`src/rtl/wb_regfile_stage_pkg.sv`:
```
// Shared writeback / register-file definitions.
// Also consumed by the ID, EX and forwarding stages.
package wb_regfile_stage_pkg;

    localparam int DATA_W   = 32;
    localparam int ADDR_W   = 5;
    localparam int NUM_REGS = 2 ** ADDR_W;

    localparam logic [ADDR_W-1:0] ZERO_REG = 5'd0;

    typedef logic [DATA_W-1:0] data_t;
    typedef logic [ADDR_W-1:0] reg_idx_t;

    // Writeback value selection: load data or ALU result.
    function automatic data_t wb_select(
        input logic  mem_to_reg,
        input data_t mem_data,
        input data_t alu_data
    );
        data_t sel;
        if (mem_to_reg) begin
            sel = mem_data;
        end else begin
            sel = alu_data;
        end
        return sel;
    endfunction

endpackage

```
`src/rtl/wb_regfile_stage_if.sv`:
```
// MEM/WB pipeline bundle into the writeback stage.
// master = MEM/WB buffer, slave = writeback stage.
interface wb_regfile_stage_if;
    import wb_regfile_stage_pkg::*;

    logic     RegWrite_in;
    logic     MemtoReg_in;
    data_t    mem_read_data_in;
    data_t    alu_result_in;
    reg_idx_t write_reg_in;

    modport master (
        output RegWrite_in,
        output MemtoReg_in,
        output mem_read_data_in,
        output alu_result_in,
        output write_reg_in
    );

    modport slave (
        input RegWrite_in,
        input MemtoReg_in,
        input mem_read_data_in,
        input alu_result_in,
        input write_reg_in
    );

endinterface

```
`src/rtl/wb_regfile_stage_array.sv`:
```
// Integer register storage: 1 write port, 2 async reads.
// Entry 0 is hardwired to zero.
module wb_regfile_array
    import wb_regfile_stage_pkg::*;
(
    input  logic     clk,
    input  logic     reset,
    input  logic     we,
    input  reg_idx_t waddr,
    input  data_t    wdata,
    input  reg_idx_t raddr_a,
    input  reg_idx_t raddr_b,
    output data_t    rdata_a,
    output data_t    rdata_b
);

    data_t regs_q [NUM_REGS];
    data_t regs_d [NUM_REGS];

    // Next-state: one entry updated on write, r0 pinned to zero.
    always_comb begin
        for (int i = 0; i < NUM_REGS; i++) begin
            regs_d[i] = regs_q[i];
        end
        if (we && (waddr != ZERO_REG)) begin
            regs_d[waddr] = wdata;
        end
        regs_d[0] = '0;
    end

    // Storage flops, cleared asynchronously.
    always_ff @(posedge clk or negedge reset) begin
        if (!reset) begin
            for (int i = 0; i < NUM_REGS; i++) begin
                regs_q[i] <= '0;
            end
        end else begin
            for (int i = 0; i < NUM_REGS; i++) begin
                regs_q[i] <= regs_d[i];
            end
        end
    end

    // Asynchronous read ports.
    always_comb begin
        rdata_a = '0;
        rdata_b = '0;
        if (raddr_a != ZERO_REG) begin
            rdata_a = regs_q[raddr_a];
        end
        if (raddr_b != ZERO_REG) begin
            rdata_b = regs_q[raddr_b];
        end
    end

endmodule

```
`src/rtl/wb_regfile_stage.sv`:
```
// Writeback stage: data mux, regfile commit, ID read
// bypass, EX forwarding tap and committed-write counter.
module wb_regfile_stage
    import wb_regfile_stage_pkg::*;
#(
    parameter int CNT_W = 32
) (
    input  logic               clk,
    input  logic               reset,
    wb_regfile_stage_if.slave  bus,
    input  reg_idx_t           rs_addr,
    input  reg_idx_t           rt_addr,
    output data_t              rs_data,
    output data_t              rt_data,
    output logic               wb_fwd_en,
    output reg_idx_t           wb_fwd_reg,
    output data_t              wb_fwd_data,
    output logic [CNT_W-1:0]   wb_count
);

    data_t            wb_data;
    logic             commit;
    data_t            arr_rs;
    data_t            arr_rt;
    logic [CNT_W-1:0] count_q;
    logic [CNT_W-1:0] count_d;

    // Writeback mux and commit qualification (held off in reset).
    always_comb begin
        wb_data = wb_select(bus.MemtoReg_in,
                            bus.mem_read_data_in,
                            bus.alu_result_in);
        commit  = bus.RegWrite_in
               && (bus.write_reg_in != ZERO_REG)
               && reset;
    end

    wb_regfile_array u_array (
        .clk     (clk),
        .reset   (reset),
        .we      (commit),
        .waddr   (bus.write_reg_in),
        .wdata   (wb_data),
        .raddr_a (rs_addr),
        .raddr_b (rt_addr),
        .rdata_a (arr_rs),
        .rdata_b (arr_rt)
    );

    // Write-first bypass so ID sees this cycle's result.
    always_comb begin
        rs_data = arr_rs;
        rt_data = arr_rt;
        unique case (1'b1)
            (rs_addr == ZERO_REG):
                rs_data = '0;
            (commit && (rs_addr == bus.write_reg_in)):
                rs_data = wb_data;
            default:
                rs_data = arr_rs;
        endcase
        unique case (1'b1)
            (rt_addr == ZERO_REG):
                rt_data = '0;
            (commit && (rt_addr == bus.write_reg_in)):
                rt_data = wb_data;
            default:
                rt_data = arr_rt;
        endcase
    end

    // Forwarding tap; consumers gate reg/data on the enable.
    always_comb begin
        wb_fwd_en   = commit;
        wb_fwd_reg  = bus.write_reg_in;
        wb_fwd_data = wb_data;
    end

    // Committed-write count, wraps naturally.
    always_comb begin
        count_d = count_q;
        if (commit) begin
            count_d = count_q + CNT_W'(1);
        end
    end

    // Counter register.
    always_ff @(posedge clk or negedge reset) begin
        if (!reset) begin
            count_q <= '0;
        end else begin
            count_q <= count_d;
        end
    end

    assign wb_count = count_q;

endmodule

```
`src/flat_wrapper.sv`:
```
// flat-port wrapper written by rule: the top's interface ports become plain ports
module wb_regfile_stage_flat import wb_regfile_stage_pkg::*;
#(
    parameter int CNT_W = 32
)
  (clk, reset, rs_addr, rt_addr, rs_data, rt_data, wb_fwd_en, wb_fwd_reg, wb_fwd_data, wb_count, bus_RegWrite_in, bus_MemtoReg_in, bus_mem_read_data_in, bus_alu_result_in, bus_write_reg_in);
  wb_regfile_stage_if bus_i ();
  input  logic clk;
  input  logic reset;
  input  reg_idx_t rs_addr;
  input  reg_idx_t rt_addr;
  output data_t rs_data;
  output data_t rt_data;
  output logic wb_fwd_en;
  output reg_idx_t wb_fwd_reg;
  output data_t wb_fwd_data;
  output logic [CNT_W-1:0] wb_count;
  input wire logic [$bits(bus_i.RegWrite_in)-1:0] bus_RegWrite_in;
  input wire logic [$bits(bus_i.MemtoReg_in)-1:0] bus_MemtoReg_in;
  input wire logic [$bits(bus_i.mem_read_data_in)-1:0] bus_mem_read_data_in;
  input wire logic [$bits(bus_i.alu_result_in)-1:0] bus_alu_result_in;
  input wire logic [$bits(bus_i.write_reg_in)-1:0] bus_write_reg_in;
  assign bus_i.RegWrite_in = bus_RegWrite_in;
  assign bus_i.MemtoReg_in = bus_MemtoReg_in;
  assign bus_i.mem_read_data_in = bus_mem_read_data_in;
  assign bus_i.alu_result_in = bus_alu_result_in;
  assign bus_i.write_reg_in = bus_write_reg_in;
  wb_regfile_stage #(.CNT_W(CNT_W)) u_core (.clk(clk), .reset(reset), .bus(bus_i), .rs_addr(rs_addr), .rt_addr(rt_addr), .rs_data(rs_data), .rt_data(rt_data), .wb_fwd_en(wb_fwd_en), .wb_fwd_reg(wb_fwd_reg), .wb_fwd_data(wb_fwd_data), .wb_count(wb_count));
endmodule
```
`config.mk`:
```
export PLATFORM = sky130hd
export DESIGN_NAME = wb_regfile_stage_flat
export DESIGN_NICKNAME = d
export VERILOG_FILES = /design/src/rtl/wb_regfile_stage_pkg.sv /design/src/rtl/wb_regfile_stage_if.sv /design/src/rtl/wb_regfile_stage_array.sv /design/src/rtl/wb_regfile_stage.sv /design/src/flat_wrapper.sv
export SDC_FILE = /design/constraint.sdc
export NUM_CORES = 2
export LEC_CHECK = 0
export BUFFER_PORTS_ARGS = -buffer_cell sky130_fd_sc_hd__clkbuf_2
export CAP_MARGIN = 25
export CORE_MARGIN = 4
export CORE_UTILIZATION = 28
export DETAILED_ROUTE_END_ITERATION = 6
export PLACE_DENSITY = 0.47
export SLEW_MARGIN = 20
export SYNTH_ARGS = -nofsm -noshare
export SYNTH_HDL_FRONTEND = slang
export SYNTH_SLANG_ARGS = --single-unit
```
`constraint.sdc`:
```
create_clock -name clk -period 2.62 [get_ports clk]
set_input_delay 0.262 -clock clk [delete_from_list [all_inputs] [get_ports clk]]
set_output_delay 0.262 -clock clk [all_outputs]
set_load 0.03 [all_outputs]
```
### After elaboration in Yosys (flattened, before gate mapping)

Index checks and enable logic that the tools add are counted.

* add/sub/neg operators: 1
* multipliers: 0
* div/mod/pow operators: 0
* order comparisons: 4
* eq/ne operators: 2
* shift operators: 0
* muxes and demuxes: 14
* bitwise logic cells: 3
* reduce and logical (&&, ||, !) cells: 11

Operators by type and width (count)
* 1024-bit bitwise mux: 1
* 32-bit binary-select mux with 5-bit select: 2
* 32-bit two-way mux: 8
* 32-bit demux with 5-bit select: 1
* 32-bit case mux with 2 select lines: 2
* 32-bit by 1-bit adder with 32-bit output, second input constant: 1
* 6-bit greater-or-equal comparator, second input constant: 3
* 5-bit inverter with 6-bit output: 3
* 5-bit nonzero test: 3
* 5-bit equality test: 2
* 5-bit logical NOT: 2
* 1-bit logical AND: 6
* 6-bit by 1-bit less-than comparator with 1-bit output, second input constant: 1

* flip-flop bits (word level): 1024
* bits in latches: 0
* memory bits (writable): 0
* ROM bits: 0
* input bits: 83
* word-level logic and storage cells: 67
* memories: 0

### Logic depth before layout (Yosys ltp)

* word-level depth: 6
* depth in mapped cells: 10
* mapped depth without buffers: 6

### Modules after synthesis

Synthesis repeated with hierarchy kept, for this count alone.

* cells, all modules: 4146
* area, all modules: 56679.4 um^2

Modules (own cells, without submodules)
* wb_regfile_array: instances 1, cells each 3763, area an instance 53492.6 um^2
* wb_regfile_stage: instances 1, cells each 383, area an instance 3186.8 um^2

### Least setup slack after synthesis

No wires, ideal clock.

* path kind: input port to output port
* start: in rt_addr[0]
* end: out rt_data[11]
* data arrival time: 2533 ps
* slack: -175 ps
* stages on the path: 6
* path buffers: 2
* cells stage by stage: buf_2 > buf_4 > xor2_1 > nor3_2 > nand2_1 > o311ai_0

* cells in the longest elaborated chain, start to end: 6

RTL lines
* start, declared: RTL line flat_wrapper.sv:11 `input reg_idx_t rt_addr;`
* 5-bit inverter with 6-bit output (not written as such): RTL line wb_regfile_stage_array.sv:52 `rdata_b = regs_q[raddr_b];`
* 32-bit binary-select mux with 5-bit select: RTL line wb_regfile_stage_array.sv:52
* 32-bit two-way mux (not written as such) (2 in series): RTL line wb_regfile_stage_array.sv:52
* 32-bit two-way mux: RTL line wb_regfile_stage_array.sv:51 `if (raddr_b != ZERO_REG) begin`
* 32-bit case mux with 2 select lines *: RTL line wb_regfile_stage.sv:62 `unique case (1'b1)`
* end, declared: RTL line flat_wrapper.sv:13 `output data_t rt_data;`

Mark *: on every way between the ends. The rest lies on a longest branch, timed or not. The select of a mux whose other input is x is not followed.

### Final worst setup path

* start: reg u_core.u_array.regs_q[528] (netlist bit)
* end: out rs_data[16]

* cells in the longest elaborated chain, start to end: 5

RTL lines
* start, declared: RTL line wb_regfile_stage_array.sv:17 `data_t regs_q [NUM_REGS];`
* start signal, assigned by index: RTL line wb_regfile_stage_array.sv:39 `regs_q[i] <= regs_d[i];`
* 32-bit binary-select mux with 5-bit select: RTL line wb_regfile_stage_array.sv:49 `rdata_a = regs_q[raddr_a];`
* 32-bit two-way mux (not written as such) (2 in series): RTL line wb_regfile_stage_array.sv:49
* 32-bit two-way mux: RTL line wb_regfile_stage_array.sv:48 `if (raddr_a != ZERO_REG) begin`
* 32-bit case mux with 2 select lines: RTL line wb_regfile_stage.sv:54 `unique case (1'b1)`
* end, declared: RTL line flat_wrapper.sv:12 `output data_t rs_data;`

Every way passes these cells. The select of a mux whose other input is x is not followed.

==> impl_metrics.ini <==
[run_status]
status = finished with violations
violations = negative setup slack

[route]
vias = 41270
dr.pass1.iters = 7
post_drt_wl_per_cell_um = 26.41
drtIter0Drc = 3779
ant_nets = 0
drc = 0
wl_um = 205300
avgViaCountPerCell = 5.310

[placed_design]
hpwl_um = 139800
gp_congestion = 0.8534
place_area_um2 = 61210
place_inst = 7459
numPortBuffers = 216

[die]
initial_core_util = 0.2829
rows = 159
die_w_um = 444.5
die_h_um = 444.5
die_area_um2 = 197600
design.core.area_um2 = 188600
ios = 217

[yosys]
ys_seq_elements = 1024
async_flop_share = 1.000
synth_area_leader_cell = dfrtp_1
ys_types = 58
synth_top_area_share = 0.4803
syn_nets = 4904
ys_seq_area_frac = 0.4803
synth_edf_count = 0
ys.warnings.count = 0
synth.avg_cell_area_um2 = 11.07
synth_ff_type = dfrtp_1
synth_cells = 4820
synth.area.top_cells = dfrtp_1 48%, mux4_2 20%, a21oi_1 7.3%
synth_area_um2 = 53350

[setup_path]
cp-end-kind = primary output
worstPathArrival_ns = 2.77
criticalPathCategory = flop to primary output
r2r_cells = 6
crit_fanout = 3
worst-endpoint-required_ns = 2.36
critPathLaunchType = flop

[timing]
fin_crit_sh = 1.159
fmaxAchievable_ghz = 0.3293
slew_headroom = 0.3010
finClkSkew_ns = 0.01849
holdWs_ns = 0.05795
hold_viol_final = 0
fin_crit_ns = 3.036
worst_pin_slew_ns = 1.048
drv_slew = 0
rsz0062_at_grt = yes
finalSetupViolCount = 64
setup_slack_ns = -0.4164

[finish]
n_antenna_cell = 0
drive_gt1_frac = 0.3180
final_cells = 7772
utilization = 0.3561
syn2layout_area_growth_pct = 25.89
design_area_um2 = 67160
nets = 5266

[grt]
grt_overflow = 0
grt_start_max_net_pins = 166
grt_usage = 0.2056
grt_pass1_wl_um = 300700
antenna_found_initial = 3
grt_pass1_vias = 41670

[cts]
cts_tree = yes
clk_pin_slew_ns = 0.06
cts_max_path_buffers = 3
cts_sinks = 1024
cts_made_buffers = 112
cts_max_level = 3
insertion_delay_ns = 0.75
cts_root_buffer = clkbuf_16

[power_and_ir_drop]
leakagePower_nw = 28.59
ir_drop_v = 0.0005551
power_per_cell_area_nw_per_um2 = 753.3
power_mw = 50.59

[run]
cap_viol_max_count = 0

[min_path]
hp-class = input pin to flop
min_path_cells = 4
## Yosys cell counts (all sizes together), types with 9 or more instances
cell type,count
o21ai,246
o31ai,23
nor2,857
inv,41
buf,125
mux2,70
xnor2,15
nand4,17
nor3,16
a21oi,801
a22oi,107
nor2b,9
mux4,466
mux2i,101
a22o,35
o311ai,10
xor2,26
a2bb2oi,22
dfrtp,1024
a211o,26
nand2,271
o22ai,49
clkbuf,374
nand3,20
## what timing repair did
action | in CTS | in global routing
pin swaps | 83 | 29
gates resized for setup | 215 | 70
endpoints found under the setup margin | 64 | 64
buffers inserted | 89 | 12
endpoints found under the hold margin | 88 | 0
hold buffers | 11 | 0
## kinds of logic after synthesis
family                     count (synthesis)  share of synthesized area
DFF                                     1024                     0.4803
muxes                                    637                     0.2305
adders and majority gates                  1                  0.0002345
buffers and inverters                    540                    0.04264
xor gates and xnor gates                  41                   0.006732
AOI/OAI and AO/OA                       1355                     0.1480
and+or+nand+nor                         1222                    0.09161
## worst max-delay path, stage by stage (launching register included)
cell,delay (ns)
dfrtp_1,0.40
mux4_2,0.50
mux4_2,0.56
a211o_4,0.41
buf_8,0.15
## per-stage QoR
step | setup WS, ns | TNS (ns)
floorplan | -0.1746 | -0.8381
global placement | -0.6465 | -12.45
detailed placement | -0.5761 | -11.63
CTS | -0.4809 | -22.16
global route | -0.4914 | -21.67
finish | -0.4164 | -18.14
## power breakdown
part	internal, mW	switching, mW
registers	18.7	2.17
clock network	10.0	7.09
logic	6.36	6.24
## metal layers
layer  global-route usage  share of wire  vias to the layer above
met4              0.08650          0.044                        0
met1               0.2779           0.43                    21410
met5                    0              0                        -
li1                     -              -                    18340
met3              0.02692          0.051                      309
met2               0.3334           0.47                     1215
## placed cells by master, fill, tap and decap left out, types with 49 or more instances in the layout
| cell type | Yosys | final |
|---|---|---|
| mux2_2 | 70 | 70 |
| nor2_1 | 857 | 841 |
| buf_4 | 28 | 374 |
| o22ai_1 | 49 | 49 |
| clkbuf_16 | 0 | 115 |
| nand2_1 | 271 | 256 |
| a22oi_1 | 107 | 78 |
| mux4_2 | 466 | 466 |
| buf_12 | 0 | 144 |
| dfrtp_1 | 1024 | 1024 |
| clkbuf_2 | 0 | 143 |
| a21oi_1 | 777 | 776 |
| o21ai_0 | 224 | 224 |
| mux2i_1 | 101 | 69 |
## sequential cells by signal, summed over array words and instances, names as in the netlist
signal,count
u_core.u_array.regs_q,992
u_core.wb_count,32
## final timing paths
check | startpoint | to | slack [ns]
setup / recovery | u_core.u_array.regs_q[528] | rs_data[16] | -0.42
hold / removal | bus_mem_read_data_in[19] | u_core.u_array.regs_q[883] | 0.06
setup reg to reg | u_core.wb_count[14] | u_core.wb_count[31] | 0.61
hold reg to reg | u_core.wb_count[31] | u_core.wb_count[31] | 0.47
max in group asynchronous | reset | u_core.u_array.regs_q[599] | 0.76
min in group asynchronous | reset | u_core.u_array.regs_q[801] | 0.07
## final cells by class
cell class                      instances  area (um2)
Timing Repair Buffer                  747        7601
Multi-Input combinational cell       3256       26700
Inverter                               41       156.4
Clock inverter                         54       683.2
Fill cell                           18610      121400
Clock buffer                          155        3268
Sequential cell                      1024       25620
Tap cell                             2495        3122
(Power assumes the default switching activity.)
